## src/rtl/uart_rx_pkg.sv

```systemverilog
// rtl/uart_rx_pkg.sv - shared types and constants for the 8N1 serial receiver
package uart_rx_pkg;

  localparam int          DATA_BITS_DEFAULT = 8;
  localparam logic [15:0] MIN_DIVISOR       = 16'd2;

  typedef enum logic [2:0] {
    IDLE      = 3'd0,
    START     = 3'd1,
    DATA      = 3'd2,
    STOP      = 3'd3,
    WAIT_HIGH = 3'd4
  } state_t;

  // Divisors below 2 would make the half-bit count zero, so clamp them.
  function automatic logic [15:0] eff_divisor(input logic [15:0] raw);
    return (raw < MIN_DIVISOR) ? MIN_DIVISOR : raw;
  endfunction

endpackage

```

## src/rtl/uart_rx_if.sv

```systemverilog
// rtl/uart_rx_if.sv - serial line, divisor and received-byte bundle
interface uart_rx_if #(
  parameter int DATA_BITS = 8
);

  logic                 data_line;
  logic [15:0]          uart_baud_control;
  logic [DATA_BITS-1:0] read_data;

  modport master (
    output data_line,
    output uart_baud_control,
    input  read_data
  );

  modport slave (
    input  data_line,
    input  uart_baud_control,
    output read_data
  );

endinterface

```

## src/rtl/uart_rx_sync.sv

```systemverilog
// rtl/uart_rx_sync.sv - flop chain bringing the asynchronous rx line into clk domain
module uart_rx_sync #(
  parameter int SYNC_STAGES = 2
) (
  input  logic clk,
  input  logic reset,
  input  logic din,
  output logic dout
);

  logic [SYNC_STAGES-1:0] sync_q;

  // Shift the raw line through the chain; reset preloads idle-high.
  always_ff @(posedge clk) begin
    if (!reset) begin
      sync_q <= '1;
    end else begin
      sync_q[0] <= din;
      for (int i = 1; i < SYNC_STAGES; i++) begin
        sync_q[i] <= sync_q[i-1];
      end
    end
  end

  assign dout = sync_q[SYNC_STAGES-1];

endmodule

```

## src/rtl/uart_rx.sv

```systemverilog
// rtl/uart_rx.sv - 8N1 receiver with runtime bit period and mid-bit sampling
module uart_rx
  import uart_rx_pkg::*;
#(
  parameter int DATA_BITS   = DATA_BITS_DEFAULT,
  parameter int SYNC_STAGES = 2
) (
  input  logic      clk,
  input  logic      reset,
  uart_rx_if.slave  bus
);

  localparam int                BIT_W    = (DATA_BITS > 1) ? $clog2(DATA_BITS) : 1;
  localparam logic [BIT_W-1:0]  LAST_BIT = BIT_W'(DATA_BITS - 1);

  logic                 rx_s;
  state_t               state_q, state_d;
  logic [15:0]          cnt_q, cnt_d;
  logic [15:0]          n_q, n_d;
  logic [BIT_W-1:0]     bit_q, bit_d;
  logic [DATA_BITS-1:0] shift_q, shift_d;
  logic [DATA_BITS-1:0] data_q, data_d;
  logic [15:0]          half_m1;
  logic [15:0]          full_m1;

  uart_rx_sync #(
    .SYNC_STAGES (SYNC_STAGES)
  ) u_sync (
    .clk   (clk),
    .reset (reset),
    .din   (bus.data_line),
    .dout  (rx_s)
  );

  // Terminal counts derive from the divisor frozen at start detection,
  // so a host rewrite of the divisor only takes effect on the next frame.
  assign half_m1 = (n_q >> 1) - 16'd1;
  assign full_m1 = n_q - 16'd1;

  assign bus.read_data = data_q;

  // State, counters, shift register and output byte registers.
  always_ff @(posedge clk) begin
    if (!reset) begin
      state_q <= IDLE;
      cnt_q   <= '0;
      n_q     <= MIN_DIVISOR;
      bit_q   <= '0;
      shift_q <= '0;
      data_q  <= '0;
    end else begin
      state_q <= state_d;
      cnt_q   <= cnt_d;
      n_q     <= n_d;
      bit_q   <= bit_d;
      shift_q <= shift_d;
      data_q  <= data_d;
    end
  end

  // Frame sequencing: half-bit to the start midpoint, then whole bits.
  always_comb begin
    state_d = state_q;
    cnt_d   = cnt_q;
    n_d     = n_q;
    bit_d   = bit_q;
    shift_d = shift_q;
    data_d  = data_q;

    case (state_q)
      IDLE: begin
        if (!rx_s) begin
          n_d     = eff_divisor(bus.uart_baud_control);
          cnt_d   = '0;
          state_d = START;
        end
      end

      START: begin
        if (cnt_q == half_m1) begin
          if (!rx_s) begin
            cnt_d   = '0;
            bit_d   = '0;
            state_d = DATA;
          end else begin
            // Line rose before the start midpoint: treat as a glitch.
            state_d = IDLE;
          end
        end else begin
          cnt_d = cnt_q + 16'd1;
        end
      end

      DATA: begin
        if (cnt_q == full_m1) begin
          cnt_d   = '0;
          // LSB arrives first, so it migrates down to bit 0.
          shift_d = {rx_s, shift_q[DATA_BITS-1:1]};
          if (bit_q == LAST_BIT) begin
            state_d = STOP;
          end else begin
            bit_d = bit_q + BIT_W'(1);
          end
        end else begin
          cnt_d = cnt_q + 16'd1;
        end
      end

      STOP: begin
        if (cnt_q == full_m1) begin
          cnt_d = '0;
          if (rx_s) begin
            data_d  = shift_q;
            state_d = IDLE;
          end else begin
            // Framing error or break: drop the byte and wait out the low line.
            state_d = WAIT_HIGH;
          end
        end else begin
          cnt_d = cnt_q + 16'd1;
        end
      end

      WAIT_HIGH: begin
        if (rx_s) begin
          state_d = IDLE;
        end
      end

      default: begin
        state_d = IDLE;
      end
    endcase
  end

endmodule

```

## src/flat_wrapper.sv

```systemverilog
// flat-port wrapper written by rule: the top's interface ports become plain ports
module uart_rx_flat import uart_rx_pkg::*;
#(
  parameter int DATA_BITS   = DATA_BITS_DEFAULT,
  parameter int SYNC_STAGES = 2
)
  (clk, reset, bus_data_line, bus_uart_baud_control, bus_read_data);
  uart_rx_if #(.DATA_BITS(DATA_BITS)) bus_i ();
  input  logic clk;
  input  logic reset;
  input wire logic [$bits(bus_i.data_line)-1:0] bus_data_line;
  input wire logic [$bits(bus_i.uart_baud_control)-1:0] bus_uart_baud_control;
  output wire logic [$bits(bus_i.read_data)-1:0] bus_read_data;
  assign bus_i.data_line = bus_data_line;
  assign bus_i.uart_baud_control = bus_uart_baud_control;
  assign bus_read_data = bus_i.read_data;
  uart_rx #(.DATA_BITS(DATA_BITS), .SYNC_STAGES(SYNC_STAGES)) u_core (.clk(clk), .reset(reset), .bus(bus_i));
endmodule
```

## config.mk

```make
export PLATFORM = sky130hd
export DESIGN_NAME = uart_rx_flat
export DESIGN_NICKNAME = d
export VERILOG_FILES = /design/src/rtl/uart_rx_pkg.sv /design/src/rtl/uart_rx_if.sv /design/src/rtl/uart_rx_sync.sv /design/src/rtl/uart_rx.sv /design/src/flat_wrapper.sv
export SDC_FILE = /design/constraint.sdc
export NUM_CORES = 1
export LEC_CHECK = 0
export ABC_CLOCK_PERIOD_IN_PS = 3800
export CAP_MARGIN = 25
export CORE_MARGIN = 5
export CORE_UTILIZATION = 45
export CTS_CLUSTER_SIZE = 25
export DETAILED_ROUTE_END_ITERATION = 6
export SYNTH_ARGS = -nofsm -noshare
export SYNTH_HDL_FRONTEND = slang
export SYNTH_HIERARCHICAL = 1
export SYNTH_SLANG_ARGS = --single-unit
```

## constraint.sdc

```tcl
create_clock -name clk -period 3.8 [get_ports clk]
set_input_delay 0.57 -clock clk [delete_from_list [all_inputs] [get_ports clk]]
set_output_delay 0.57 -clock clk [all_outputs]
set_load 0.01 [all_outputs]
```

==> impl_metrics.json <==
{
  "port_buffers": 26,
  "grt.overflow.total": 0,
  "slew_viol_final": 0,
  "cts_resized": 0,
  "design_area_um2": 3998,
  "status": "completed",
  "start_util": 0.4616,
  "grt_pass1_vias": 2938,
  "layout_commonest_cell": "nand2_1",
  "dpl.hpwl_um": 6211,
  "htree_levels": 2,
  "ys_ff_latch": 56,
  "worst-path-max-fanout": 8,
  "cts_hold_buffers": 0,
  "cts_setup_buffers": 0,
  "clk-insertion-delay-late_ns": 0.31,
  "grt_use_met1": 0.2250,
  "grtUsageTotal": 0.1713,
  "path_buf_inv": 1,
  "final_core_util": 0.5173,
  "synth.distinct_cells": 62,
  "hold_class": "flip-flop to flip-flop",
  "antenna_cells": 0,
  "cp-end-kind": "flip-flop",
  "worstPathRequired_ns": 4.01,
  "syn_area_um2": 3567,
  "final_cell_mix": "80 x nand2_1, 56 x dfxtp_1, 29 x xnor2_1",
  "cts_buffer_depth": 2,
  "die_x_um": 99.04,
  "cts.sinks": 56,
  "nets": 483,
  "root_buffer": "clkbuf_8",
  "core_area_um2": 7727,
  "fin_ws_ns": 0.2963,
  "dr.pass1.iters": 5,
  "busiest_layer": "met2",
  "p_per_area_nw_per_um2": 282.0,
  "antenna_found_initial": 0,
  "slew_headroom": 0.4455,
  "crit_type": "flip-flop to flip-flop",
  "rows": 32,
  "use_met2": 0.2862,
  "slowest_stage": "a2111oi_4",
  "maxCapViolations": 0,
  "fin_crit_ns": 3.504,
  "hold_violations": 0,
  "multi_input_area_um2": 2255,
  "path_delay_family": "compound AO/OA/AOI/OAI gates",
  "synth_seq_area_share": 0.3143,
  "holdWs_ns": 0.4147,
  "yosys_warnings": 6,
  "fillers": 734,
  "grt_use_met3": 0.03609,
  "cp-start-kind": "flip-flop",
  "layout-drive-gt1-share": 0.07826,
  "path_cells": "inv_1 -> ha_1 -> or4b_4 -> or3_1 -> a2111oi_1 -> o2111ai_1 -> a2111oi_4 -> a2bb2oi_1 -> nor4_1 -> o31a_1",
  "gp_congestion": 0.8942,
  "grt_max_degree": 52,
  "async_reset_ff_frac": 0,
  "clkTransAtPathRegs_ns": 0.10,
  "drc": 0,
  "rsz0062_at_grt": "true",
  "ff_latch_area_um2": 1121,
  "cts_tree": "built",
  "cts_buffers": 5,
  "drt-total-wl_um": 8267,
  "critPathMaxStageDelay_ns": 0.51,
  "post-place-ws_ns": 0.2925,
  "tightest_slew_ns": 0.8300,
  "worstPathArrival_ns": 3.71,
  "syn2layout_area_growth_pct": 12.07,
  "post_dp_cell_area_um2": 3897,
  "setup_viol": 0,
  "syn_nets": 476,
  "wire_per_inst_um": 14.71,
  "vias": 3134,
  "p_leak_nw": 1.501,
  "skew_ns": 0.008969,
  "synth_edf_count": 0,
  "ir_drop_uv": 249.5,
  "synth_area_per_cell_um2": 7.892,
  "syn_inst": 452,
  "grt_first_pass_wirelength_um": 14120,
  "fmax_ghz": 0.2854,
  "drt_iter0_drc": 159,
  "viasPerCell": 5.577,
  "period_share": 0.9220,
  "die_area_um2": 9808,
  "ios": 27,
  "route.antenna.remaining_nets": 0,
  "die_h_um": 99.04,
  "synthFlopType": "dfxtp_1"
}
## stage by stage
step / setup TNS (ns) / std cells / total power [mW]
floorplan: 0 / 452 / 0.7244
global placement: 0 / 553 / 0.7826
detailed placement: 0 / 554 / 0.7844
CTS: 0 / 562 / 1.143
global route: -0.01738 / 562 / 1.191
finish: 0 / 562 / 1.127
## state kept, by name, summed over array words and instances (netlist names)
| register | count |
|---|---|
| u_core/cnt_q | 16 |
| u_core/n_q | 16 |
| u_core/bus.read_data | 8 |
| u_core/shift_q | 8 |
| u_core/bit_q | 3 |
| u_core/state_q | 3 |
| u_core/u_sync/sync_q | 2 |
## synth_stat cells (4+ instances only)
cell type | number | area [um2]
a21boi_0 | 19 | 142.6
a21oi_1 | 8 | 40.04
a41oi_1 | 4 | 35.03
and2_1 | 5 | 31.28
and3_1 | 10 | 62.56
buf_2 | 4 | 20.02
clkbuf_1 | 33 | 123.9
dfxtp_1 | 56 | 1121
ha_1 | 5 | 62.56
inv_1 | 7 | 26.28
mux2i_1 | 8 | 80.08
nand2_1 | 80 | 300.3
nand2b_1 | 4 | 25.02
nand3_1 | 21 | 105.1
nand4_1 | 5 | 31.28
nor2_1 | 16 | 60.06
nor2b_1 | 25 | 156.4
nor3_1 | 11 | 55.05
nor3b_1 | 4 | 30.03
nor4_1 | 10 | 62.56
o21ai_0 | 15 | 75.07
o221ai_1 | 10 | 87.58
xnor2_1 | 29 | 254.0
xor2_1 | 10 | 87.58
## final cells by class
| cell class | instances | area share |
|---|---|---|
| well taps | 102 | 0.03192 |
| flip-flops and latches | 56 | 0.2804 |
| repair buffers | 41 | 0.09264 |
| clock inverters | 3 | 0.007199 |
| inverters | 7 | 0.006573 |
| multi-input cells | 348 | 0.5640 |
| clock buffers | 5 | 0.01721 |
## worst reg2reg max path, delay by kind of cell (launching register included)
kind / cells / cell delay [ns]
AOI/OAI and AO/OA: 5 / 1.77
and+or+nand+nor: 3 / 0.96
DFF: 1 / 0.36
adders and majority gates: 1 / 0.22
buffers and inverters: 1 / 0.09
## cells by family (layout without fill, tap and decap cells)
logic type | count (synthesis) | count (layout) | synth area share
xor+xnor | 40 | 40 | 0.1021
flops | 56 | 56 | 0.3143
buf+inv | 48 | 56 | 0.05612
simple gates | 205 | 205 | 0.2967
compound gates | 89 | 89 | 0.1877
fa+ha+maj | 5 | 5 | 0.01754
mux | 9 | 9 | 0.02561
## power breakdown
part | switching [mW] | internal, mW | total, mW
combinational | 0.0875 | 0.0773 | 0.165
sequential | 0.0135 | 0.594 | 0.608
clock | 0.215 | 0.140 | 0.355
## worst paths after layout
check / start / end / slack (ns) / depth (start not counted)
setup / recovery: u_core/n_q[1] / u_core/cnt_q[7] / 0.30 / 10
hold / removal: u_core/u_sync/sync_q[0] / u_core/u_sync/sync_q[1] / 0.41 / 1
setup reg to reg: u_core/n_q[1] / u_core/cnt_q[7] / 0.30 / 10
hold reg to reg: u_core/u_sync/sync_q[0] / u_core/u_sync/sync_q[1] / 0.41 / 1
## metal layers
metal  share of wire  wire [um]
met1            0.48       3951
met2            0.48       3946
met3           0.034        281
met4           0.011         88
met5               0          0
(Power assumes the default switching activity.)
